===== src/rtl/mem_arbiter_if.sv =====
// Signal bundle between the instruction/data requesters, the arbiter and the shared SRAM-like port.
// slave is the arbiter's view; master is the surrounding requesters plus memory.
interface mem_arbiter_if;
    logic        inst_req;
    logic [31:0] inst_addr;
    logic        inst_cancel;
    logic        inst_addr_ok;
    logic        inst_data_ok;
    logic [31:0] inst_rdata;

    logic        data_req;
    logic        data_wr;
    logic [1:0]  data_size;
    logic [3:0]  data_wstrb;
    logic [31:0] data_addr;
    logic [31:0] data_wdata;
    logic        data_addr_ok;
    logic        data_data_ok;
    logic [31:0] data_rdata;

    logic        mem_req;
    logic        mem_wr;
    logic [1:0]  mem_size;
    logic [3:0]  mem_wstrb;
    logic [31:0] mem_addr;
    logic [31:0] mem_wdata;
    logic        mem_addr_ok;
    logic        mem_data_ok;
    logic [31:0] mem_rdata;

    modport slave (
        input  inst_req, inst_addr, inst_cancel,
        output inst_addr_ok, inst_data_ok, inst_rdata,
        input  data_req, data_wr, data_size, data_wstrb, data_addr, data_wdata,
        output data_addr_ok, data_data_ok, data_rdata,
        output mem_req, mem_wr, mem_size, mem_wstrb, mem_addr, mem_wdata,
        input  mem_addr_ok, mem_data_ok, mem_rdata
    );

    modport master (
        output inst_req, inst_addr, inst_cancel,
        input  inst_addr_ok, inst_data_ok, inst_rdata,
        output data_req, data_wr, data_size, data_wstrb, data_addr, data_wdata,
        input  data_addr_ok, data_data_ok, data_rdata,
        input  mem_req, mem_wr, mem_size, mem_wstrb, mem_addr, mem_wdata,
        output mem_addr_ok, mem_data_ok, mem_rdata
    );
endinterface


===== src/rtl/mem_arbiter.sv =====
// Two-requester arbiter onto one SRAM-like port: data has priority, instruction fetch is
// protected from starvation, and a flushed fetch completes on the bus but is never reported.
//
// state  | meaning
// IDLE   | no transaction; arbitrate and latch the winner
// ADDR   | mem_req driven from latched fields until mem_addr_ok
// DATA   | waiting for mem_data_ok, then back to IDLE
module mem_arbiter #(
    parameter int unsigned STARVE_MAX = 4
) (
    input  logic          clk,
    input  logic          reset,
    mem_arbiter_if.slave  bus
);
    localparam logic [2:0] STARVE_LIM = 3'(STARVE_MAX);

    typedef enum logic [1:0] {
        S_IDLE = 2'd0,
        S_ADDR = 2'd1,
        S_DATA = 2'd2
    } state_t;

    state_t      state_q, state_d;
    logic        owner_inst_q, owner_inst_d;
    logic        wr_q, wr_d;
    logic [1:0]  size_q, size_d;
    logic [3:0]  wstrb_q, wstrb_d;
    logic [31:0] addr_q, addr_d;
    logic [31:0] wdata_q, wdata_d;
    logic        discard_q, discard_d;
    logic [2:0]  starve_q, starve_d;
    logic        inst_grant, data_grant;

    always_ff @(posedge clk) begin
        if (reset) begin
            state_q      <= S_IDLE;
            owner_inst_q <= 1'b0;
            wr_q         <= 1'b0;
            size_q       <= 2'd0;
            wstrb_q      <= 4'd0;
            addr_q       <= 32'd0;
            wdata_q      <= 32'd0;
            discard_q    <= 1'b0;
            starve_q     <= 3'd0;
        end else begin
            state_q      <= state_d;
            owner_inst_q <= owner_inst_d;
            wr_q         <= wr_d;
            size_q       <= size_d;
            wstrb_q      <= wstrb_d;
            addr_q       <= addr_d;
            wdata_q      <= wdata_d;
            discard_q    <= discard_d;
            starve_q     <= starve_d;
        end
    end

    always_comb begin
        state_d      = state_q;
        owner_inst_d = owner_inst_q;
        wr_d         = wr_q;
        size_d       = size_q;
        wstrb_d      = wstrb_q;
        addr_d       = addr_q;
        wdata_d      = wdata_q;
        discard_d    = discard_q;
        starve_d     = starve_q;
        inst_grant   = 1'b0;
        data_grant   = 1'b0;

        bus.inst_addr_ok = 1'b0;
        bus.inst_data_ok = 1'b0;
        bus.inst_rdata   = 32'd0;
        bus.data_addr_ok = 1'b0;
        bus.data_data_ok = 1'b0;
        bus.data_rdata   = 32'd0;
        bus.mem_req      = 1'b0;
        bus.mem_wr       = 1'b0;
        bus.mem_size     = 2'd0;
        bus.mem_wstrb    = 4'd0;
        bus.mem_addr     = 32'd0;
        bus.mem_wdata    = 32'd0;

        case (state_q)
            S_IDLE: begin
                // A flushed fetch is never granted, even once the starvation limit is hit.
                inst_grant = bus.inst_req && !bus.inst_cancel &&
                             (!bus.data_req || (starve_q == STARVE_LIM));
                data_grant = bus.data_req && !inst_grant;
                discard_d  = 1'b0;
                if (inst_grant) begin
                    owner_inst_d = 1'b1;
                    wr_d         = 1'b0;
                    size_d       = 2'd2;
                    wstrb_d      = 4'd0;
                    addr_d       = bus.inst_addr;
                    wdata_d      = 32'd0;
                    starve_d     = 3'd0;
                    state_d      = S_ADDR;
                end else if (data_grant) begin
                    owner_inst_d = 1'b0;
                    wr_d         = bus.data_wr;
                    size_d       = bus.data_size;
                    wstrb_d      = bus.data_wstrb;
                    addr_d       = bus.data_addr;
                    wdata_d      = bus.data_wdata;
                    if (!bus.inst_req)
                        starve_d = 3'd0;
                    else if (starve_q != STARVE_LIM)
                        starve_d = starve_q + 3'd1;
                    state_d      = S_ADDR;
                end
            end
            S_ADDR: begin
                bus.mem_req   = 1'b1;
                bus.mem_wr    = wr_q;
                bus.mem_size  = size_q;
                bus.mem_wstrb = wstrb_q;
                bus.mem_addr  = addr_q;
                bus.mem_wdata = wdata_q;
                if (owner_inst_q && bus.inst_cancel)
                    discard_d = 1'b1;
                if (bus.mem_addr_ok) begin
                    if (owner_inst_q)
                        bus.inst_addr_ok = !discard_d;
                    else
                        bus.data_addr_ok = 1'b1;
                    state_d = S_DATA;
                end
            end
            S_DATA: begin
                if (owner_inst_q && bus.inst_cancel)
                    discard_d = 1'b1;
                if (bus.mem_data_ok) begin
                    if (owner_inst_q) begin
                        bus.inst_data_ok = !discard_d;
                        bus.inst_rdata   = discard_d ? 32'd0 : bus.mem_rdata;
                    end else begin
                        bus.data_data_ok = 1'b1;
                        bus.data_rdata   = bus.mem_rdata;
                    end
                    discard_d = 1'b0;
                    state_d   = S_IDLE;
                end
            end
            default: state_d = S_IDLE;
        endcase

        // Outputs are quiet for the whole reset cycle, not just after the edge.
        if (reset) begin
            bus.inst_addr_ok = 1'b0;
            bus.inst_data_ok = 1'b0;
            bus.inst_rdata   = 32'd0;
            bus.data_addr_ok = 1'b0;
            bus.data_data_ok = 1'b0;
            bus.data_rdata   = 32'd0;
            bus.mem_req      = 1'b0;
            bus.mem_wr       = 1'b0;
            bus.mem_size     = 2'd0;
            bus.mem_wstrb    = 4'd0;
            bus.mem_addr     = 32'd0;
            bus.mem_wdata    = 32'd0;
        end
    end
endmodule


===== src/flat_wrapper.sv =====
// flat-port wrapper written by rule: the top's interface ports become plain ports
module mem_arbiter_flat 
#(
    parameter int unsigned STARVE_MAX = 4
)
  (clk, reset, bus_inst_req, bus_inst_addr, bus_inst_cancel, bus_inst_addr_ok, bus_inst_data_ok, bus_inst_rdata, bus_data_req, bus_data_wr, bus_data_size, bus_data_wstrb, bus_data_addr, bus_data_wdata, bus_data_addr_ok, bus_data_data_ok, bus_data_rdata, bus_mem_req, bus_mem_wr, bus_mem_size, bus_mem_wstrb, bus_mem_addr, bus_mem_wdata, bus_mem_addr_ok, bus_mem_data_ok, bus_mem_rdata);
  mem_arbiter_if bus_i ();
  input  logic clk;
  input  logic reset;
  input wire logic [$bits(bus_i.inst_req)-1:0] bus_inst_req;
  input wire logic [$bits(bus_i.inst_addr)-1:0] bus_inst_addr;
  input wire logic [$bits(bus_i.inst_cancel)-1:0] bus_inst_cancel;
  output wire logic [$bits(bus_i.inst_addr_ok)-1:0] bus_inst_addr_ok;
  output wire logic [$bits(bus_i.inst_data_ok)-1:0] bus_inst_data_ok;
  output wire logic [$bits(bus_i.inst_rdata)-1:0] bus_inst_rdata;
  input wire logic [$bits(bus_i.data_req)-1:0] bus_data_req;
  input wire logic [$bits(bus_i.data_wr)-1:0] bus_data_wr;
  input wire logic [$bits(bus_i.data_size)-1:0] bus_data_size;
  input wire logic [$bits(bus_i.data_wstrb)-1:0] bus_data_wstrb;
  input wire logic [$bits(bus_i.data_addr)-1:0] bus_data_addr;
  input wire logic [$bits(bus_i.data_wdata)-1:0] bus_data_wdata;
  output wire logic [$bits(bus_i.data_addr_ok)-1:0] bus_data_addr_ok;
  output wire logic [$bits(bus_i.data_data_ok)-1:0] bus_data_data_ok;
  output wire logic [$bits(bus_i.data_rdata)-1:0] bus_data_rdata;
  output wire logic [$bits(bus_i.mem_req)-1:0] bus_mem_req;
  output wire logic [$bits(bus_i.mem_wr)-1:0] bus_mem_wr;
  output wire logic [$bits(bus_i.mem_size)-1:0] bus_mem_size;
  output wire logic [$bits(bus_i.mem_wstrb)-1:0] bus_mem_wstrb;
  output wire logic [$bits(bus_i.mem_addr)-1:0] bus_mem_addr;
  output wire logic [$bits(bus_i.mem_wdata)-1:0] bus_mem_wdata;
  input wire logic [$bits(bus_i.mem_addr_ok)-1:0] bus_mem_addr_ok;
  input wire logic [$bits(bus_i.mem_data_ok)-1:0] bus_mem_data_ok;
  input wire logic [$bits(bus_i.mem_rdata)-1:0] bus_mem_rdata;
  assign bus_i.inst_req = bus_inst_req;
  assign bus_i.inst_addr = bus_inst_addr;
  assign bus_i.inst_cancel = bus_inst_cancel;
  assign bus_inst_addr_ok = bus_i.inst_addr_ok;
  assign bus_inst_data_ok = bus_i.inst_data_ok;
  assign bus_inst_rdata = bus_i.inst_rdata;
  assign bus_i.data_req = bus_data_req;
  assign bus_i.data_wr = bus_data_wr;
  assign bus_i.data_size = bus_data_size;
  assign bus_i.data_wstrb = bus_data_wstrb;
  assign bus_i.data_addr = bus_data_addr;
  assign bus_i.data_wdata = bus_data_wdata;
  assign bus_data_addr_ok = bus_i.data_addr_ok;
  assign bus_data_data_ok = bus_i.data_data_ok;
  assign bus_data_rdata = bus_i.data_rdata;
  assign bus_mem_req = bus_i.mem_req;
  assign bus_mem_wr = bus_i.mem_wr;
  assign bus_mem_size = bus_i.mem_size;
  assign bus_mem_wstrb = bus_i.mem_wstrb;
  assign bus_mem_addr = bus_i.mem_addr;
  assign bus_mem_wdata = bus_i.mem_wdata;
  assign bus_i.mem_addr_ok = bus_mem_addr_ok;
  assign bus_i.mem_data_ok = bus_mem_data_ok;
  assign bus_i.mem_rdata = bus_mem_rdata;
  mem_arbiter #(.STARVE_MAX(STARVE_MAX)) u_core (.clk(clk), .reset(reset), .bus(bus_i));
endmodule

===== config.mk =====
export PLATFORM = sky130hd
export DESIGN_NAME = mem_arbiter_flat
export DESIGN_NICKNAME = d
export VERILOG_FILES = /design/src/rtl/mem_arbiter_if.sv /design/src/rtl/mem_arbiter.sv /design/src/flat_wrapper.sv
export SDC_FILE = /design/constraint.sdc
export NUM_CORES = 1
export LEC_CHECK = 0
export BUFFER_PORTS_ARGS = -buffer_cell sky130_fd_sc_hd__buf_2
export CELL_PAD_IN_SITES_DETAIL_PLACEMENT = 0
export CELL_PAD_IN_SITES_GLOBAL_PLACEMENT = 1
export CORE_ASPECT_RATIO = 0.75
export CORE_MARGIN = 3
export CORE_UTILIZATION = 30
export DETAILED_ROUTE_END_ITERATION = 10
export GPL_ROUTABILITY_DRIVEN = 0
export PLACE_DENSITY = 0.85
export SLEW_MARGIN = 20
export SYNTH_ARGS = -nofsm -noshare
export SYNTH_HDL_FRONTEND = slang
export SYNTH_SLANG_ARGS = --single-unit

===== constraint.sdc =====
create_clock -name clk -period 4.55 [get_ports clk]
set_input_delay 0.91 -clock clk [delete_from_list [all_inputs] [get_ports clk]]
set_output_delay 0.91 -clock clk [all_outputs]
set_load 0.005 [all_outputs]

======== Yosys cells after proc, flatten, opt, wreduce, memory -nomap -nowiden ========
Index checks and enable logic that the tools add are counted.
storage, ports and cells
  register bits after elaboration ......... 78
  bits in latches ......................... 0
  memory bits (writable) .................. 0
  bits in read-only memories .............. 0
  bits of input ports ..................... 142
  output and inout port bits .............. 140
  logic and storage cells ................. 96
  memories ................................ 0
operators by class
  add/sub/neg operators ................... 1
  multipliers ............................. 0
  div/mod/pow operators ................... 0
  $lt $le $gt $ge ......................... 0
  equal/unequal tests ..................... 8
  shift-type cells ........................ 0
  mux-type cells .......................... 62
  bitwise operators ....................... 0
  reduce and logical (&&, ||, !) cells .... 16
operators by type and width
  operator               count
  $mux W32               17
  $mux W1                27
  $mux W2                8
  $mux W4                4
  $mux W3                4
  $ne A3 B1 Y1 const B   2
  $pmux W2 S3            1
  $reduce_and A3 Y1      2
  $logic_not A1 Y1       5
  $logic_and A1 B1 Y1    4
  $ne A2 B2 Y1 const B   2
  $add A3 B1 Y3 const B  1
  $eq A3 B3 Y1 const B   1
  $ne A3 B3 Y1 const B   1
  $pmux W1 S3            1
  $reduce_bool A3 Y1     1
  $eq A2 B1 Y1 const B   1
  $eq A2 B2 Y1 const B   1
  $logic_not A2 Y1       1
  $reduce_and A2 Y1      1
  $reduce_bool A2 Y1     1
  $logic_or A1 B1 Y1     1

======== Logic depth before layout (Yosys ltp) ========
Gate-level depths: netlist (run 1).
  depth after elaboration ................. 8
  gate-level depth with buffers ........... 8

======== Least setup slack after synthesis (run 1) ========
Ideal clock, no wire load.
  kind .................................... input-to-output
  start ................................... in reset
  end ..................................... out bus_inst_rdata[10]
  arrival time ............................ 1.817 ns
  required time ........................... 3.640 ns
  slack ................................... 1.823 ns
  cell stages on the path ................. 5
  path buffers ............................ 1
  path through ............................ inv_2 -> nand3_1 -> nor4b_2 -> clkbuf_1 -> and2_1
on the way
  word-level cells in the longest chain between the ends .. 1
ends and longest elaborated chain
  what                line                RTL
  start: declaration  flat_wrapper.sv:9   input logic reset;
  $mux W32            mem_arbiter.sv:150  if (reset) begin
  end: declaration    flat_wrapper.sv:15  output wire logic [$bits(bus_i.inst_rdata)-1:0] bus_inst_rdata;
Every way passes these cells.

======== Worst setup path after layout (run 1) ========
  start ................................... in reset
  end ..................................... out bus_inst_rdata[13]
Same word-level chain as after synthesis.

==> impl_metrics.ini, run 1 <==
[run_status]
outcome = completed

[placement]
hpwl_mm = 10.9
dp_slack_ns = 1.38
portBuffers = 281
dp.cells = 938
place_area_sq_mm = 0.00567

[clock_network]
clock_sinks = 78
root_buffer = clkbuf_16
clock_path_buffers = 2
cts_buffers = 9
postCtsHoldBufs = 0
ctsHtreeMaxLevel = 3
clock_latency_ns = 0.33
post_cts_buffers = 0
clk_pin_slew_ns = 0.06
post_cts_resized = 0
cts_tree = built

[timing]
setup_viol = 0
period_needed_ns = 3.15
setup_ws_ns = 1.40
finalMaxSlewViolations = 0
slew_headroom_pct = 41.2
fin_worst_skew_ns = 0.0105
rsz0062_at_grt = false
period_share_pct = 69.2
fmax_mhz = 318
tightest_slew_ns = 0.879
tns_ns = 0
hold_viol = 0

[worst_setup_path]
slowest_stage = nor4b_4
path_max_fanout = 27
arrival_ns = 2.24
critical_path.startpoint = reset
r2r_start = u_core.state_q[0]$_SDFFE_PP0P_
cp_cell_sequence = buf_2 -> inv_2 -> nand3_1 -> nor4b_4 -> buf_4 -> and2_1 -> buf_2
cp_top_family = buffers and inverters
crit_path_max_incr_delay_ns = 0.36
crit_buf_inv = 4
cp-end-kind = output pin
cp.required_ns = 3.64
path_class = input port to output pin
cp_common_cell = buf_2
cp-start-kind = input port

[die]
die_w_microns = 141
start_util_pct = 31.2
fp.dieH_microns = 107
die-area_sq_mm = 0.0152
num_rows = 36
ios = 282
coreArea_sq_mm = 0.0132

[detailed_routing]
wire_per_inst_microns = 15.5
routed_wl_mm = 14.8
drt-pass1-iter-count = 4
drtIter0Drc = 170
route.detailed.drc = 0
num_vias = 4491
ant_nets = 0
vias_per_cell = 4.70

[synth]
synth_top_area_share_pct = 38.0
netlist_area_sq_mm = 0.00411
ys.flop_type = dfxtp_1
yosysWarnings = 0
synth_area_leader_cell = dfxtp_1
synth_common_cells = and2_1 (135), dfxtp_1 (78), a21oi_1 (64)
avgSynthCellArea_sq_um = 7.93
ys_top_cells_by_area = dfxtp_1 (38%), and2_1 (21%), a21oi_1 (7.8%)
synth_nets = 669
ys_types = 36
synth-edff-count = 0
synth_seq_cells = 78
seq_area_frac_synth_pct = 38.0
synth_most_common_cell = and2_1
syn_inst = 519
synthArstFlopShare_pct = 0

[finish]
instances_no_fill = 955
synthToLayoutAreaGrowth_pct = 45.1
layout-drive-gt1-share_pct = 41.8
design_area_sq_mm = 0.00597
nNetsFinal = 928

[power]
p_leak_nw = 3.07
powerDensity_mw_per_mm2 = 394
ir_worst_vdd_uv = 193

[run]
cap_viol_max_count = 0

[global_route]
grt_max_degree = 68
grt_pass1_vias = 4289
grtUsageTotal_pct = 19.0
antenna_found_initial = 2
grt_first_pass_wirelength_mm = 23.1
overflow = 0

[min_path]
hold_path.class = flop to flop
hp-start = u_core.starve_q[0]$_SDFFE_PP0P_
[final timing paths]
kind | to | slack [ns] | cells past startpoint
max reg2reg | u_core.addr_q[21]$_SDFFE_PP0P_ | 2.52 | 5
min | u_core.starve_q[0]$_SDFFE_PP0P_ | 0.49 | 2
min reg2reg | u_core.starve_q[0]$_SDFFE_PP0P_ | 0.49 | 2
max | bus_inst_rdata[13] | 1.40 | 7
[state kept, by name, indices dropped and copies added (netlist names)]
register	flops
u_core.addr_q	32
u_core.wdata_q	32
u_core.wstrb_q	4
u_core.starve_q	3
u_core.size_q	2
u_core.state_q	2
u_core.discard_q	1
u_core.owner_inst_q	1
u_core.wr_q	1
[power by group]
group          total [W]  internal (W)  switching (W)
Sequential      0.000895      0.000827      0.0000681
Combinational   0.000733      0.000297       0.000436
Clock           0.000722      0.000429       0.000293
[cells by family (layout without fill, tap and decap cells)]
logic type | count (synthesis) | in the layout | share of synthesized area, %
buffers and inverters | 50 | 314 | 5.26
muxes | 2 | 2 | 0.487
other | 0 | 1 | 0
and+or+nand+nor | 233 | 233 | 30.9
DFF | 78 | 78 | 38.0
AOI/OAI and AO/OA | 148 | 148 | 22.9
adders and majority gates | 8 | 8 | 2.43
[per-layer routing]
metal  wire length, microns  vias to the layer above  global-route usage (%)
li1                       -                     2251                       -
met1                   6130                     2044                    23.2
met2                   7220                      181                    33.0
met3                   1160                       15                    5.28
met4                    280                        0                    4.98
met5                      0                        -                       0
[cells in the final DEF (no fill, tap or decap), drive strengths merged]
cell      count
nand3         2
a21boi        2
clkinvlp      1
mux2i         2
clkbuf       10
o21ai        35
a311oi        1
clkinv        2
bufinv        1
nor4          1
buf         290
nor4b         2
nor2b         6
a22oi        38
ha            8
nand2        39
inv          10
o31ai         1
dfxtp        78
a31oi         3
and2        135
a31o          1
o41ai         1
nand2b        2
nor2         44
diode         1
nor3          1
a211oi        1
nand4         1
a21oi        64
o21bai        1
[worst register-to-register path, cell delays in order (launching register included)]
cell and delay [ns]:
dfxtp_1 0.35, inv_1 0.12, ha_1 0.35, a21boi_4 0.78
o21ai_0 0.21, a21oi_1 0.15
[final cells by class]
type	count	area, sq um
diodes	1	2.50
fillers	1377	7230
flip-flops and latches	78	1560
clock inverters	6	68.8
inverters	8	30.0
well taps	171	214
repair buffers	290	1490
multi-input cells	391	2380
clock buffers	10	229
[per-stage QoR]
stage / hold WS (ns) / utilization (%) / power [W]
finish: 0.485 / 45.2 / 0.00235
floorplan: 0.454 / - / 0.00138
detailed placement: 0.478 / 43.0 / 0.00165
global placement: 0.478 / 43.0 / 0.00165
CTS: 0.487 / 45.2 / 0.00239
global route: 0.517 / 45.2 / 0.00252
Note: power is estimated with default switching activity, not from simulation.
==> run 2: changes to the inputs <==
- CORE_UTILIZATION: 30 -> 28
- PLACE_DENSITY: 0.85 -> 0.8
- clock period: 4.55 -> 3.13 ns (I/O delays scaled with it)
==> impl_metrics.ini, run 2 (synthesis gave the netlist of run 1 again) <==
[worst_setup_path]
cp_top_family = simple AND/OR/NAND/NOR gates
crit_path_max_incr_delay_ns = 0.36
cp-end-kind = output pin
cp_cell_sequence = inv_1 -> ha_1 -> nand3_1 -> nor4b_4 -> buf_4 -> and2_1 -> buf_2
slowest_stage = dfxtp_1
arrival_ns = 2.00
path_max_fanout = 30
reg2reg_depth = 7
crit_buf_inv = 3
cp.required_ns = 2.50
path_depth = 7
cp-start-kind = flop
path_class = flop to output pin

[die]
die_w_microns = 146
fp.dieH_microns = 111
num_rows = 37
ios = 282
coreArea_sq_mm = 0.0140
die-area_sq_mm = 0.0162
start_util_pct = 29.3

[clock_network]
ctsHtreeMaxLevel = 3
clk_pin_slew_ns = 0.06
clock_latency_ns = 0.33
post_cts_buffers = 0
clock_path_buffers = 2
cts_buffers = 9
clock_sinks = 78
postCtsHoldBufs = 0
cts_tree = built
post_cts_resized = 0
root_buffer = clkbuf_16

[global_route]
antenna_found_initial = 2
grt_max_degree = 48
overflow = 0
grt_first_pass_wirelength_mm = 22.8
grt_pass1_vias = 4315
grtUsageTotal_pct = 17.3

[placement]
portBuffers = 281
hpwl_mm = 11.1

[finish]
final_common_cell = buf_2
nNetsFinal = 932
final_cell_mix = buf_2 (281), and2_1 (135), dfxtp_1 (78)
layout-drive-gt1-share_pct = 42.1
synthToLayoutAreaGrowth_pct = 46.9
regArea_sq_mm = 0.00156
reg_top3 = u_core.addr_q (32), u_core.wdata_q (32), u_core.wstrb_q (4)
multi_input_area_sq_mm = 0.00238
nFillCells = 1483

[detailed_routing]
routed_wl_mm = 14.9
route.detailed.drc = 0
vias_per_cell = 4.53
drt-pass1-iter-count = 5
num_vias = 4452
wire_per_inst_microns = 15.1
ant_nets = 0
drtIter0Drc = 199

[power]
p_leak_nw = 3.10
p_total_w = 0.00351
ir_worst_vdd_uv = 327
powerDensity_mw_per_mm2 = 581

[timing]
setup_viol = 0
period_needed_ns = 2.62
fmax_mhz = 381
period_share_pct = 83.8
tightest_slew_ns = 0.486
fin_worst_skew_ns = 0.00886
slew_headroom_pct = 67.6
hold_viol = 0
finalMaxSlewViolations = 0
tns_ns = 0
rsz0062_at_grt = false

[run]
cap_viol_max_count = 0

[run_status]
outcome = completed

[min_path]
hold_path.class = flop to flop
hold-path-cell-count = 2
## run 2: cell types whose count changed in the layout (fill, tap and decap cells not counted)
cell | previous run | this run
buf_4 | 8 | 13
buf_12 | 1 | 0
bufinv_16 | 1 | 2
clkinv_2 | 1 | 0
## run 2: tightest hold or removal path, cell delays in order, from the launching register on
cell and delay, ns:
dfxtp_1 0.33, nand2_1 0.06, a21oi_1 0.05
## run 2: path summary, 6_finish.rpt
check	slack, ns	end	startpoint
max	0.51	bus_inst_rdata[12]	u_core.state_q[0]$_SDFFE_PP0P_
min	0.49	u_core.starve_q[0]$_SDFFE_PP0P_	u_core.starve_q[0]$_SDFFE_PP0P_
max reg2reg	1.18	u_core.size_q[1]$_SDFFE_PP0P_	u_core.state_q[1]$_SDFFE_PP0P_
min reg2reg	0.49	u_core.starve_q[0]$_SDFFE_PP0P_	u_core.starve_q[0]$_SDFFE_PP0P_
## run 2: per-stage QoR
stage	worst slack [ns]	util [%]	std cells	hold slack [ns]	area, sq um
final	0.507	43.1	983	0.490	6040
after global routing	0.339	43.1	983	0.518	6040
after CTS	0.494	43.1	982	0.492	6040
after detailed placement	0.689	40.8	966	0.483	5720
after global placement	0.711	40.8	966	0.482	5720
after floorplan	0.971	-	519	0.454	4110
## run 2: layout make-up
| class | count | area share [%] |
|---|---|---|
| multi-input combinational | 391 | 39.3 |
| clock inverter | 6 | 1.55 |
| clock buffer | 10 | 3.79 |
| timing repair buffer | 294 | 24.9 |
| inverter | 8 | 0.497 |
| tap | 195 | 4.04 |
| sequential | 78 | 25.8 |
| antenna | 1 | 0.0414 |
## run 2: where the power goes
part           leakage [nW]  switching [W]  internal [W]
Sequential            0.643      0.0000991       0.00120
Combinational          2.30       0.000639      0.000434
Clock                 0.154       0.000430      0.000706
## run 2: per-layer routing
| layer | GRT usage, % | wire length (microns) | vias to the layer above |
|---|---|---|---|
| met2 | 30.0 | 7230 | 170 |
| met3 | 5.27 | 1040 | 16 |
| met1 | 20.9 | 6400 | 2008 |
| li1 | - | - | 2258 |
| met5 | 0 | 0 | - |
| met4 | 4.17 | 208 | 0 |
